<file path="config.mk">
export PLATFORM = sky130hd
export DESIGN_NAME = pipe_stage_reg
export DESIGN_NICKNAME = d
export VERILOG_FILES = /design/src/rtl/cpu_pkg.sv /design/src/rtl/pipe_entry_reg.sv /design/src/rtl/pipe_stage_reg.sv
export SDC_FILE = /design/constraint.sdc
export NUM_CORES = 1
export LEC_CHECK = 0
export ABC_AREA = 1
export CORE_MARGIN = 8
export CORE_UTILIZATION = 50
export DETAILED_ROUTE_END_ITERATION = 12
export HOLD_SLACK_MARGIN = 0.08
export PLACE_DENSITY = 0.79
export SLEW_MARGIN = 10
export SYNTH_ARGS = -nofsm -noshare
export SYNTH_HDL_FRONTEND = slang
export SYNTH_SLANG_ARGS = --single-unit
</file>
<file path="constraint.sdc">
create_clock -name clk -period 1.5 [get_ports clk]
set_input_delay 0.15 -clock clk [delete_from_list [all_inputs] [get_ports clk]]
set_output_delay 0.15 -clock clk [all_outputs]
set_load 0.01 [all_outputs]
</file>
<file path="src/rtl/cpu_pkg.sv">
// Shared types and constants for the five-stage MIPS core pipeline.
package cpu_pkg;

    localparam logic [31:0] RESET_PC_DEFAULT = 32'h0000_3000;
    localparam logic [31:0] NOP_INSTR        = 32'h0000_0000;

    // Control/identity fields of one pipeline entry; payload width stays a parameter.
    typedef struct packed {
        logic        valid;
        logic [31:0] pc;
        logic [31:0] instr;
        logic        bd;
    } stage_entry_t;

    // Bubble that keeps the supplied PC (EPC source for a later exception stage).
    function automatic stage_entry_t bubble_of(input logic [31:0] pc);
        stage_entry_t e;
        e.valid = 1'b0;
        e.pc    = pc;
        e.instr = NOP_INSTR;
        e.bd    = 1'b0;
        return e;
    endfunction

endpackage

</file>
<file path="src/rtl/pipe_entry_reg.sv">
// Single pipeline entry register: load, clear-to-bubble (PC kept), synchronous reset.
module pipe_entry_reg
    import cpu_pkg::*;
#(
    parameter int unsigned DATA_W   = 96,
    parameter logic [31:0] RESET_PC = RESET_PC_DEFAULT
) (
    input  logic              clk,
    input  logic              reset,
    input  logic              load,
    input  logic              clear,
    input  stage_entry_t      d_entry,
    input  logic [DATA_W-1:0] d_data,
    output stage_entry_t      q_entry,
    output logic [DATA_W-1:0] q_data
);

    // Clear wins over load so a flush can never be overridden by a same-cycle load.
    always_ff @(posedge clk) begin
        if (reset) begin
            q_entry <= bubble_of(RESET_PC);
            q_data  <= '0;
        end else if (clear) begin
            q_entry <= bubble_of(q_entry.pc);
            q_data  <= '0;
        end else if (load) begin
            q_entry <= d_entry;
            q_data  <= d_data;
        end
    end

endmodule

</file>
<file path="src/rtl/pipe_stage_reg.sv">
// Parametrised inter-stage register with valid/ready handshake, flush and optional skid entry.
module pipe_stage_reg
    import cpu_pkg::*;
#(
    parameter int unsigned DATA_W   = 96,
    parameter logic [31:0] RESET_PC = RESET_PC_DEFAULT,
    parameter bit          SKID     = 1'b1
) (
    input  logic              clk,
    input  logic              reset,
    input  logic              in_valid,
    output logic              in_ready,
    input  logic [31:0]       in_pc,
    input  logic [31:0]       in_instr,
    input  logic [DATA_W-1:0] in_data,
    input  logic              in_bd,
    input  logic              flush,
    output logic              out_valid,
    input  logic              out_ready,
    output logic [31:0]       out_pc,
    output logic [31:0]       out_instr,
    output logic [DATA_W-1:0] out_data,
    output logic              out_bd,
    output logic [1:0]        occupancy
);

    stage_entry_t      in_entry, m_q, s_q, m_d;
    logic [DATA_W-1:0] m_data_q, s_data_q, m_data_d;
    logic              m_load, m_clear, s_load, s_clear, m_src_s;
    logic              en_q, m_free, accept;

    assign in_entry = '{valid: 1'b1, pc: in_pc, instr: in_instr, bd: in_bd};

    // Holds in_ready low during reset and for the cycle it is released.
    always_ff @(posedge clk) begin
        if (reset) en_q <= 1'b0;
        else       en_q <= 1'b1;
    end

    assign m_free   = !m_q.valid || out_ready;
    assign in_ready = SKID ? (en_q && !s_q.valid) : (en_q && m_free);
    assign accept   = in_valid && in_ready && !flush;

    // Steering of both entries; S always drains into M before new input does.
    always_comb begin
        m_load  = 1'b0;
        m_clear = 1'b0;
        s_load  = 1'b0;
        s_clear = 1'b0;
        m_src_s = 1'b0;
        if (flush) begin
            m_clear = 1'b1;
            s_clear = 1'b1;
        end else if (m_free) begin
            if (s_q.valid) begin
                m_load  = 1'b1;
                m_src_s = 1'b1;
                if (accept) s_load  = 1'b1;
                else        s_clear = 1'b1;
            end else if (accept) begin
                m_load = 1'b1;
            end else begin
                m_clear = 1'b1;
            end
        end else if (accept) begin
            s_load = 1'b1;
        end
    end

    assign m_d      = m_src_s ? s_q      : in_entry;
    assign m_data_d = m_src_s ? s_data_q : in_data;

    pipe_entry_reg #(.DATA_W(DATA_W), .RESET_PC(RESET_PC)) u_main (
        .clk     (clk),
        .reset   (reset),
        .load    (m_load),
        .clear   (m_clear),
        .d_entry (m_d),
        .d_data  (m_data_d),
        .q_entry (m_q),
        .q_data  (m_data_q)
    );

    // Skid entry exists only in the registered-ready configuration.
    if (SKID) begin : g_skid
        pipe_entry_reg #(.DATA_W(DATA_W), .RESET_PC(RESET_PC)) u_skid (
            .clk     (clk),
            .reset   (reset),
            .load    (s_load),
            .clear   (s_clear),
            .d_entry (in_entry),
            .d_data  (in_data),
            .q_entry (s_q),
            .q_data  (s_data_q)
        );
    end else begin : g_no_skid
        logic unused_skid_ctrl;
        assign unused_skid_ctrl = s_load | s_clear;
        assign s_q      = bubble_of(RESET_PC);
        assign s_data_q = '0;
    end

    assign out_valid = m_q.valid;
    assign out_pc    = m_q.pc;
    assign out_instr = m_q.instr;
    assign out_bd    = m_q.bd;
    assign out_data  = m_data_q;
    assign occupancy = 2'(m_q.valid) + 2'(s_q.valid);

endmodule

</file>
* Yosys cells after proc, flatten, opt, wreduce, memory -nomap -nowiden
Index checks and enable logic that the tools add are counted.
** Storage, ports and cells
- Input bits :: 166
- Bits in registers :: 325
** Cells by class
- Add/sub/neg operators :: 1
- Reductions and logical operators :: 11
- Multiplexer cells :: 20
- Bitwise gates (word level) :: 2
** Operators by type and width (count)
- 96-bit two-way mux :: 1
- 66-bit two-way mux :: 1
- 1-bit two-way mux :: 18
- 2-bit AND reduction :: 2
- 2-bit OR reduction :: 2
- 1-bit logical AND :: 3
- 1-bit logical NOT :: 3
- 1-bit by 1-bit adder with 2-bit output :: 1
- 1-bit NOT :: 2
- 1-bit logical OR :: 1

* Longest topological paths before layout
Gate-level depths: netlist of run 1.
- Word-level depth :: 10
- Mapped depth :: 10
- Gate-level depth less buffers :: 8

* Modules after synthesis
Synthesis of run 1 repeated with hierarchy kept, for this count alone.
** Second synthesis, totals
- Cell total of the unflattened synthesis :: 2115
- Area, all modules :: 14348.8 µm²
** By module, submodules not included
- pipe_entry_reg :: instances 2, area each 5833.1 µm², cells each 769
- pipe_stage_reg :: instances 1, area each 2682.6 µm², cells each 577

* Worst setup path after synthesis of run 1
OpenSTA, ideal clock, no wires.
- Kind :: register to register
- Start point :: register u_main.q_entry[65] (netlist name)
- End point :: register u_main.q_entry[45] (netlist name)
- Path buffers :: 3
- Required time :: 1367 ps
- Setup slack :: 135 ps
- Period minus slack after synthesis :: 1365 ps
- Cell stages (with the launch flop) :: 10
- Library setup time :: 133 ps
- Arrival time :: 1231 ps
- Path through :: dfxtp_1 nand2_1 buf_4 nand3_2 buf_4 buf_4 nand2_1 nand2_1 nand2_1 nand3_1
** On the way
- Cells in the longest elaborated chain, start to end :: 6
** RTL lines
- start, declared :: RTL line pipe_entry_reg.sv:14 : output stage_entry_t q_entry,
- start signal, assigned :: RTL line pipe_entry_reg.sv:21 : q_entry <= bubble_of(RESET_PC);
- start signal, assigned :: RTL line pipe_entry_reg.sv:24 : q_entry <= bubble_of(q_entry.pc);
- start signal, assigned :: RTL line pipe_entry_reg.sv:27 : q_entry <= d_entry;
- 1-bit logical NOT (*) :: RTL line pipe_stage_reg.sv:40 : assign m_free = !m_q.valid || out_ready;
- 1-bit logical OR (*) :: RTL line pipe_stage_reg.sv:40
- 1-bit two-way mux :: RTL line pipe_stage_reg.sv:54 : end else if (m_free) begin
- 1-bit two-way mux :: RTL line pipe_stage_reg.sv:51 : if (flush) begin
- 1-bit NOT (no line)
- 2-bit AND reduction (no line)
Every way passes the cells marked *; elsewhere a longest branch is shown, timed or not.
A chain may end at the register's enable or synchronous reset.

* Final worst setup path of run 1
- Start point :: register g_skid.u_skid.q_entry[65] (netlist name)
- End point :: output occupancy[0]
** On the way
- Cells in the longest elaborated chain, start to end :: 1
** RTL lines
- start, declared :: RTL line pipe_entry_reg.sv:14
- start signal, assigned :: RTL line pipe_entry_reg.sv:21
- start signal, assigned :: RTL line pipe_entry_reg.sv:24
- start signal, assigned :: RTL line pipe_entry_reg.sv:27
- 1-bit by 1-bit adder with 2-bit output :: RTL line pipe_stage_reg.sv:108 : assign occupancy = 2'(m_q.valid) + 2'(s_q.valid);
- end, declared :: RTL line pipe_stage_reg.sv:24 : output logic [1:0] occupancy
Every way passes these cells.

==> metrics.csv, run 1 <==
metric,value,unit
placed cells,2922,
GRT Total Usage,0.260,
CTS tree,built,
Cell Rows,63,
Worst Setup End Kind,output port,
Multi-input gate area,6880,sq um
Worst-path clk slew,60,ps
crit path to,occupancy[0],
global-route wire length before repair,77.4,mm
Seq cells post-synth,325,
H-Tree Depth,2,
antenna violations before repair,5,
Layout Cells excl Fill,3001,
CP Cell Sequence,buf_12 -> ha_4 -> buf_6,
remaining antenna violation count,0,
vias per cell,5.23,
DIE AREA,35400,sq um
Die W,188,microns
synthesis warning total,0,
max incr delay on CP,370,ps
Mapped Area,14800,sq um
largest net degree at the start of global routing,58,
"Seq/Total Area, Yosys",0.440,
worst setup margin,-7.10,ps
Die Y,188,microns
RSZ-0062 raised after global routing,yes,
WL/cell,16.5,microns
Setup crit start,g_skid.u_skid.q_entry[65]$_SDFFE_PP0P_,
Post-Syn Area per Cell,6.45,sq um
setup tns final,-7.10,ps
IO buf count,330,
CP startpoint kind,register,
via count,15700,
Peak Freq,664,MHz
DRC viols,0,
hpwl dp,31.6,mm
Fin Clk Skew,11.7,ps
CP arrival,1360,ps
Period minus WS final,1510,ps
Layout area overhead,37.8,%
IO Pins,331,
Routed WL,49.4,mm
post-synth cell types,19,
worst hold path class,primary input to register,
Worst Path Required,1350,ps
Cells after Synth,2294,
critical path class,register to output port,
first-pass detailed-route iteration total,6,
layout cells sized above 1,0.0729,
Nets,2750,
"Clk Latency, worst-skew pair",510,ps
FF-to-FF path depth,9,
Synthesized Nets,2461,
Final setup viols,1,
failing checks,negative setup slack,
"Slowest-stage cell, CP",dfxtp_4,
Fin. Hold Viols,0,
clock tree buffer depth,3,
FF+latch area,6510,sq um
total power draw,19.8,mW
final core utilization,0.694,
MaxCap Viol Count,0,
Core Region,29400,sq um
filler cell count,2394,
r2r startpoint,g_skid.u_skid.q_entry[65]$_SDFFE_PP0P_,
vias in the first global route,14800,
critical-path maximum fanout,5,
TritonCTS Sinks,325,
drt initial violations,1577,
reg2reg end,u_main.q_data[45]$_SDFFE_PP0P_,
Leakage Power,9.85,nW
status,"complete, but fails checks",
Final Max Tran Viols,0,
Worst-Margin Slew,466,ps
Num CTS Buffers,35,
RePlAce Congestion,0.856,
r2r setup slk,30,ps
GRT overflow,0,
pwr/cell area,970,nW/um^2
Slew HR,0.689,
period utilization,1.00,
Peak supply drop,0.838,mV
Root Buffer,clkbuf_16,
Initial Utilization,0.503,
hold buffers post-CTS,0,
## where the power goes
group / internal, mW / total (mW) / switching (mW)
Combinational: 0.729 / 1.50 / 0.771
Sequential: 8.67 / 8.70 / 0.0266
Clock: 6.05 / 9.59 / 3.54
Total: 15.5 / 19.8 / 4.34
## through the flow
stage          setup slack (ps)  cell area, sq um  hold WS (ps)
6_report                  -7.10             20400           226
2_1_floorplan               135             14800           263
4_1_cts                   -84.2             20000           204
3_3_place_gp               -363             18900           447
5_1_grt                   -48.7             20400           225
3_5_place_dp               -448             18900           453
## cell usage in the layout (no fill, tap or decap), drive strengths merged, types with 5 or more instances in the layout
master	synthesis	routed
clkdlybuf4s50	0	165
dlygate4sd2	0	162
nor2	320	320
inv	170	171
buf	135	89
nand4	161	161
bufinv	0	7
clkinv	1	5
dfxtp	325	325
nand2	973	975
a21oi	160	160
nand3	7	7
clkbuf	40	56
## Yosys cell counts, drive strengths merged
cell    number  area [sq um]
nand4      161          1010
nand3        7          40.0
o21ai        1          5.00
inv        170           638
nor2       320          1200
nand2      973          3660
clkinv       1          5.00
a21oi      160           801
buf        135           774
ha           1          12.5
dfxtp      325          6510
clkbuf      40           150
## sequential cells by signal, summed over array words and instances (netlist names)
| name | cells |
|---|---|
| en_q | 1 |
| g_skid.u_skid.q_data | 96 |
| g_skid.u_skid.q_entry | 66 |
| u_main.q_data | 96 |
| u_main.q_entry | 66 |
## per-layer routing
metal	part of all wire	global-route usage
met5	0.00045	0
met4	0.032	0.0973
met3	0.10	0.0706
met2	0.46	0.422
met1	0.40	0.325
## layout make-up
cell class | count | area share
Antenna cell | 3 | 0.000368
Multi-Input combinational cell | 1625 | 0.337
Timing Repair inverter | 1 | 0.000429
Sequential cell | 325 | 0.319
Clock inverter | 12 | 0.0117
Timing Repair Buffer | 424 | 0.223
Tap cell | 390 | 0.0239
Inverter | 171 | 0.0328
Clock buffer | 50 | 0.0512
## worst min-delay path by stage
stage / start / end / slack [ps] / cells after the start
floorplan: in_pc[12] / g_skid.u_skid.q_entry[45]$_SDFFE_PP1P_ / 260 / 2
global placement: g_skid.u_skid.q_entry[1]$_SDFFE_PP0P_ / g_skid.u_skid.q_entry[1]$_SDFFE_PP0P_ / 450 / 2
finish: in_data[64] / g_skid.u_skid.q_data[64]$_SDFFE_PP0P_ / 230 / 3
CTS: in_data[64] / g_skid.u_skid.q_data[64]$_SDFFE_PP0P_ / 200 / 3
detailed placement: g_skid.u_skid.q_data[0]$_SDFFE_PP0P_ / g_skid.u_skid.q_data[0]$_SDFFE_PP0P_ / 450 / 2
global route: in_data[54] / g_skid.u_skid.q_data[54]$_SDFFE_PP0P_ / 230 / 3
## timing repair
action | 4_1_cts | 5_1_grt
cloned | 3 | 8
buffers inserted | 0 | 4
pin swaps | 1 | 2
resized for setup | 183 | 45
endpoints found under the setup margin | 204 | 168
## kinds of logic (layout without fill, tap and decap cells)
group                    count (synthesis)  in the layout  synth area share
flip-flops                             325            325             0.440
AO/OA/AOI/OAI                          161            161            0.0544
other                                    0              3                 0
adder cells (fa/ha/maj)                  1              1          0.000845
AND/OR/NAND/NOR                       1461           1463             0.399
buffers and inverters                  346            658             0.106
## critical path, delay by kind of cell (launching register included)
family	cells	cell delay, ps
adder cells (fa/ha/maj)	1	250
buffers and inverters	2	230
flip-flops	1	370
Note: power is estimated with default switching activity, not from simulation.
==> inputs of run 2 (changes only) <==
--- a/config.mk
+++ b/config.mk
@@ -9,6 +9,7 @@
 export CORE_MARGIN = 8
 export CORE_UTILIZATION = 50
 export DETAILED_ROUTE_END_ITERATION = 12
+export GPL_TIMING_DRIVEN = 0
 export HOLD_SLACK_MARGIN = 0.08
 export PLACE_DENSITY = 0.79
 export SLEW_MARGIN = 10
==> metrics.csv, run 2 (synthesis gave the netlist of run 1 again) <==
metric,value,unit
H-Tree Depth,2,
"commonest non-fill, non-tap cell in the layout",nand2_1,
Nets,2859,
total power draw,19.1,mW
Worst Setup End Kind,register,
final instance area,21400,sq um
Slew HR,0.563,
setup slack at placement,-741,ps
GRT overflow,0,
Worst-Margin Slew,655,ps
global-route wire length before repair,78.7,mm
Final Max Tran Viols,0,
IO buf count,330,
Peak supply drop,0.809,mV
via count,16100,
RePlAce Congestion,0.888,
drt initial violations,1219,
critical path class,register to register,
Core Region,29400,sq um
Top Registers,"g_skid.u_skid.q_data x96, u_main.q_data x96",
Final setup viols,56,
placed cells,3014,
remaining antenna violation count,0,
Peak Freq,628,MHz
Die Y,188,microns
Num CTS Buffers,37,
critical-path maximum fanout,6,
clock tree buffer depth,3,
Die W,188,microns
Fin Clk Skew,13.2,ps
first-pass detailed-route iteration total,5,
worst hold path class,primary input to register,
CP arrival,2030,ps
status,"complete, but fails checks",
Worst-path clk slew,60,ps
Setup crit start,u_main.q_entry[65]$_SDFFE_PP0P_,
CTS tree,built,
DIE AREA,35400,sq um
hpwl dp,35.2,mm
DRC viols,0,
Leakage Power,10.2,nW
worst setup margin,-91.2,ps
largest net degree at the start of global routing,14,
Layout area overhead,44.6,%
Period minus WS final,1590,ps
Layout Cells excl Fill,3114,
Fin. Hold Viols,0,
GRT Total Usage,0.269,
Worst Path Required,1940,ps
MaxCap Viol Count,0,
vias per cell,5.16,
vias in the first global route,15200,
CP startpoint kind,register,
TritonCTS Sinks,325,
Initial Utilization,0.503,
"commonest non-fill, non-tap cells in the layout","nand2_1, dfxtp_1, nor2_1",
r2r startpoint,u_main.q_entry[65]$_SDFFE_PP0P_,
Root Buffer,clkbuf_16,
failing checks,negative setup slack,
placed cell area,18600,sq um
Cell Rows,63,
"Clk Latency, worst-skew pair",520,ps
worst hold start,in_data[51],
Routed WL,51.8,mm
IO Pins,331,
RSZ-0062 raised after global routing,yes,
period utilization,1.06,
pwr/cell area,894,nW/um^2
layout cells sized above 1,0.154,
WL/cell,16.6,microns
antenna violations before repair,8,
[run 2: changes by cell type in the layout (fill, tap and decap cells not counted), sizes merged]
cell | before | now
bufbuf | 2 | 1
dlymetal6s2s | 0 | 1
diode | 3 | 8
inv | 171 | 172
nand2 | 975 | 973
clkinv | 5 | 6
clkbuf | 56 | 107
bufinv | 7 | 2
clkdlybuf4s50 | 165 | 164
buf | 89 | 152
[run 2: area by class of cell]
class	count	area, sq um
Fill cell	2412	7990
Multi-Input combinational cell	1623	7380
Sequential cell	325	6510
Timing Repair Buffer	364	3720
Buffer	169	1450
Clock buffer	54	1070
Inverter	171	657
Tap cell	390	488
Clock inverter	9	105
Antenna cell	8	20.0
Timing Repair inverter	1	8.76
[run 2: worst paths after layout]
check,end,slack [ps],cells past startpoint
setup reg to reg,g_skid.u_skid.q_entry[18]$_SDFFE_PP0P_,-90,9
setup / recovery,g_skid.u_skid.q_entry[18]$_SDFFE_PP0P_,-90,9
hold reg to reg,g_skid.u_skid.q_entry[25]$_SDFFE_PP0P_,460,2
hold / removal,g_skid.u_skid.q_data[51]$_SDFFE_PP0P_,210,3
[run 2: layer usage]
| layer | GRT usage | part of all wire | vias to the layer above |
|---|---|---|---|
| met3 | 0.0607 | 0.087 | 118 |
| met1 | 0.333 | 0.41 | 7354 |
| li1 | - | - | 7927 |
| met4 | 0.112 | 0.039 | 0 |
| met2 | 0.446 | 0.47 | 656 |
| met5 | 0 | 0 | - |
[run 2: per-stage QoR]
stage	util	hold WS, ps	TNS (ps)
final	0.728	214	-1150
after global routing	0.728	208	-11120
after CTS	0.688	205	-381
after detailed placement	0.632	455	-206720
after global placement	0.632	452	-204570
after floorplan	-	263	0
[run 2: repair_timing]
item	4_1_cts	5_1_grt
resized for setup	315	273
pin swaps	5	119
endpoints found under the setup margin	488	243
gates cloned	6	13
setup buffers	10	6
hold buffers	0	0
[run 2: worst max-delay path, cell delays in order, from the launching register on]
cell and delay, ps:
dfxtp_4 390, nand2_8 90, inv_2 100, nand3_4 90, buf_12 160, clkinv_8 70, buf_16 130, bufbuf_16 260
nand2_1 70, a21oi_1 150
[run 2: where the power goes]
part / switching, mW / total (mW) / internal (mW)
sequential: 0.0237 / 8.70 / 8.67
combinational: 0.826 / 1.58 / 0.750
clock: 3.58 / 8.86 / 5.28
==> inputs of run 3 (changes only) <==
--- a/config.mk
+++ b/config.mk
@@ -7,11 +7,12 @@
 export LEC_CHECK = 0
 export ABC_AREA = 1
 export CORE_MARGIN = 8
-export CORE_UTILIZATION = 50
+export CORE_UTILIZATION = 45
 export DETAILED_ROUTE_END_ITERATION = 12
 export GPL_TIMING_DRIVEN = 0
 export HOLD_SLACK_MARGIN = 0.08
-export PLACE_DENSITY = 0.79
+export PLACE_DENSITY = 0.73
+export SKIP_CTS_REPAIR_TIMING = 1
 export SLEW_MARGIN = 10
 export SYNTH_ARGS = -nofsm -noshare
 export SYNTH_HDL_FRONTEND = slang
==> metrics.csv, run 3 (synthesis gave the netlist of run 1 again) <==
metric,value,unit
vias per cell,5.10,
Worst-Margin Slew,724,ps
failing checks,negative setup slack,
Final Max Tran Viols,0,
Initial Utilization,0.456,
Root Buffer,clkbuf_16,
"Slowest-stage cell, CP",dfxtp_4,
switching share of power,0.238,
layout cells sized above 1,0.200,
status,"complete, but fails checks",
Nets,2892,
Psw,4.62,mW
RSZ-0062 raised after global routing,yes,
total power draw,19.4,mW
Fin Clk Skew,10.4,ps
max incr delay on CP,380,ps
critical path class,register to register,
CP arrival,2170,ps
Num CTS Buffers,37,
worst hold path class,primary input to register,
placed cells,3066,
Slew HR,0.517,
Layout Cells excl Fill,3202,
H-Tree Depth,2,
hpwl dp,35.7,mm
Worst path depth,11,
RePlAce Congestion,0.874,
Worst Path Required,1950,ps
"Clk Latency, worst-skew pair",520,ps
placed cell area,18700,sq um
IO Pins,331,
Leakage Power,10.3,nW
global-route wire length before repair,76.9,mm
clock tree buffer depth,3,
IO buf count,330,
Peak supply drop,0.669,mV
FF-to-FF path depth,11,
period utilization,1.15,
clock share of power,0.466,
first-pass detailed-route iteration total,7,
Final setup viols,464,
largest net degree at the start of global routing,13,
DIE AREA,39000,sq um
CP Cell Sequence,nor2_4 -> nand2_2 -> nand2_4 -> nand2_8 -> buf_8 -> buf_12 -> buf_12 -> buf_8 -> nand2_2 -> nand2_1 -> nor2_1,
WL/cell,17.3,microns
CTS tree,built,
critical-path maximum fanout,8,
GRT Total Usage,0.241,
Flop pwr share,0.448,
"CP delay by family, top",simple AND/OR/NAND/NOR gates,
TritonCTS Sinks,325,
Layout area overhead,54.7,%
Worst Setup End Kind,register,
Min-Delay Path Depth,3,
remaining antenna violation count,0,
Comb pwr share,0.087,
Die W,197,microns
CP startpoint kind,register,
Die Y,197,microns
Worst-path clk slew,60,ps
DRC viols,0,
Core Region,32500,sq um
Routed WL,55.4,mm
Peak Freq,582,MHz
setup slack at placement,-786,ps
vias in the first global route,14800,
pwr/cell area,849,nW/um^2
drt initial violations,1022,
Cell Rows,66,
filler cell count,2600,
Period minus WS final,1720,ps
worst setup margin,-220,ps
Fin. Hold Viols,0,
via count,16300,
Top Registers,"g_skid.u_skid.q_data x96, u_main.q_data x96",
antenna violations before repair,7,
MaxCap Viol Count,0,
GRT overflow,0,
final instance area,22900,sq um
Buffers & Inverters on Critical Path,4,
final hold slack,212,ps
Internal Power,14.8,mW
"commonest non-fill, non-tap cells in the layout","nand2_1, dfxtp_1, clkdlybuf4s50_1",
"commonest non-fill, non-tap cell in the layout",nand2_1,
[run 3: per-stage QoR]
| stage | setup TNS (ps) | utilization |
|---|---|---|
| floorplan | 0 | - |
| global placement | -188510 | 0.575 |
| detailed placement | -190800 | 0.575 |
| CTS | -107580 | 0.613 |
| global route | -66680 | 0.705 |
| finish | -42610 | 0.705 |
[run 3: metal layers]
metal,up-vias,GRT usage,wire length [microns]
met5,-,0,13
met4,2,0.0869,2190
met3,137,0.0555,4370
met2,642,0.401,26200
met1,7576,0.301,22700
li1,7983,-,-
[run 3: final cells by class]
type	instances	area, sq um	area share
Sequential cell	325	6510	0.284
Inverter	171	672	0.0293
Tap cell	442	553	0.0242
Antenna cell	7	17.5	0.000765
Clock buffer	57	1160	0.0508
Buffer	175	1470	0.0642
Timing Repair Buffer	392	4480	0.196
Multi-Input combinational cell	1623	7970	0.348
Clock inverter	10	56.3	0.00246
[run 3: worst paths after layout]
path         slack [ps]                                      to                                   start
min reg2reg         470  g_skid.u_skid.q_entry[16]$_SDFFE_PP0P_  g_skid.u_skid.q_entry[16]$_SDFFE_PP0P_
max                -220          u_main.q_data[38]$_SDFFE_PP0P_  g_skid.u_skid.q_entry[65]$_SDFFE_PP0P_
max reg2reg        -220          u_main.q_data[38]$_SDFFE_PP0P_  g_skid.u_skid.q_entry[65]$_SDFFE_PP0P_
min                 210  g_skid.u_skid.q_entry[62]$_SDFFE_PP0P_                               in_pc[29]
[run 3: worst register-to-register path, cell delays in order, from the launching register on]
cell	delay [ps]
dfxtp_4	380
nor2_4	160
nand2_2	90
nand2_4	110
nand2_8	80
buf_8	150
buf_12	160
buf_12	140
buf_8	130
nand2_2	60
nand2_1	60
nor2_1	130
[run 3: power by group through the flow]
stage | Combinational, mW | Sequential [mW] | Clock, mW
2_1_floorplan | 0.557 | 8.91 | 0
3_3_place_gp | 1.36 | 8.89 | 0
3_5_place_dp | 1.37 | 8.89 | 0
4_1_cts | 1.38 | 8.70 | 9.11
5_1_grt | 1.81 | 8.70 | 9.49
6_report | 1.69 | 8.70 | 9.05
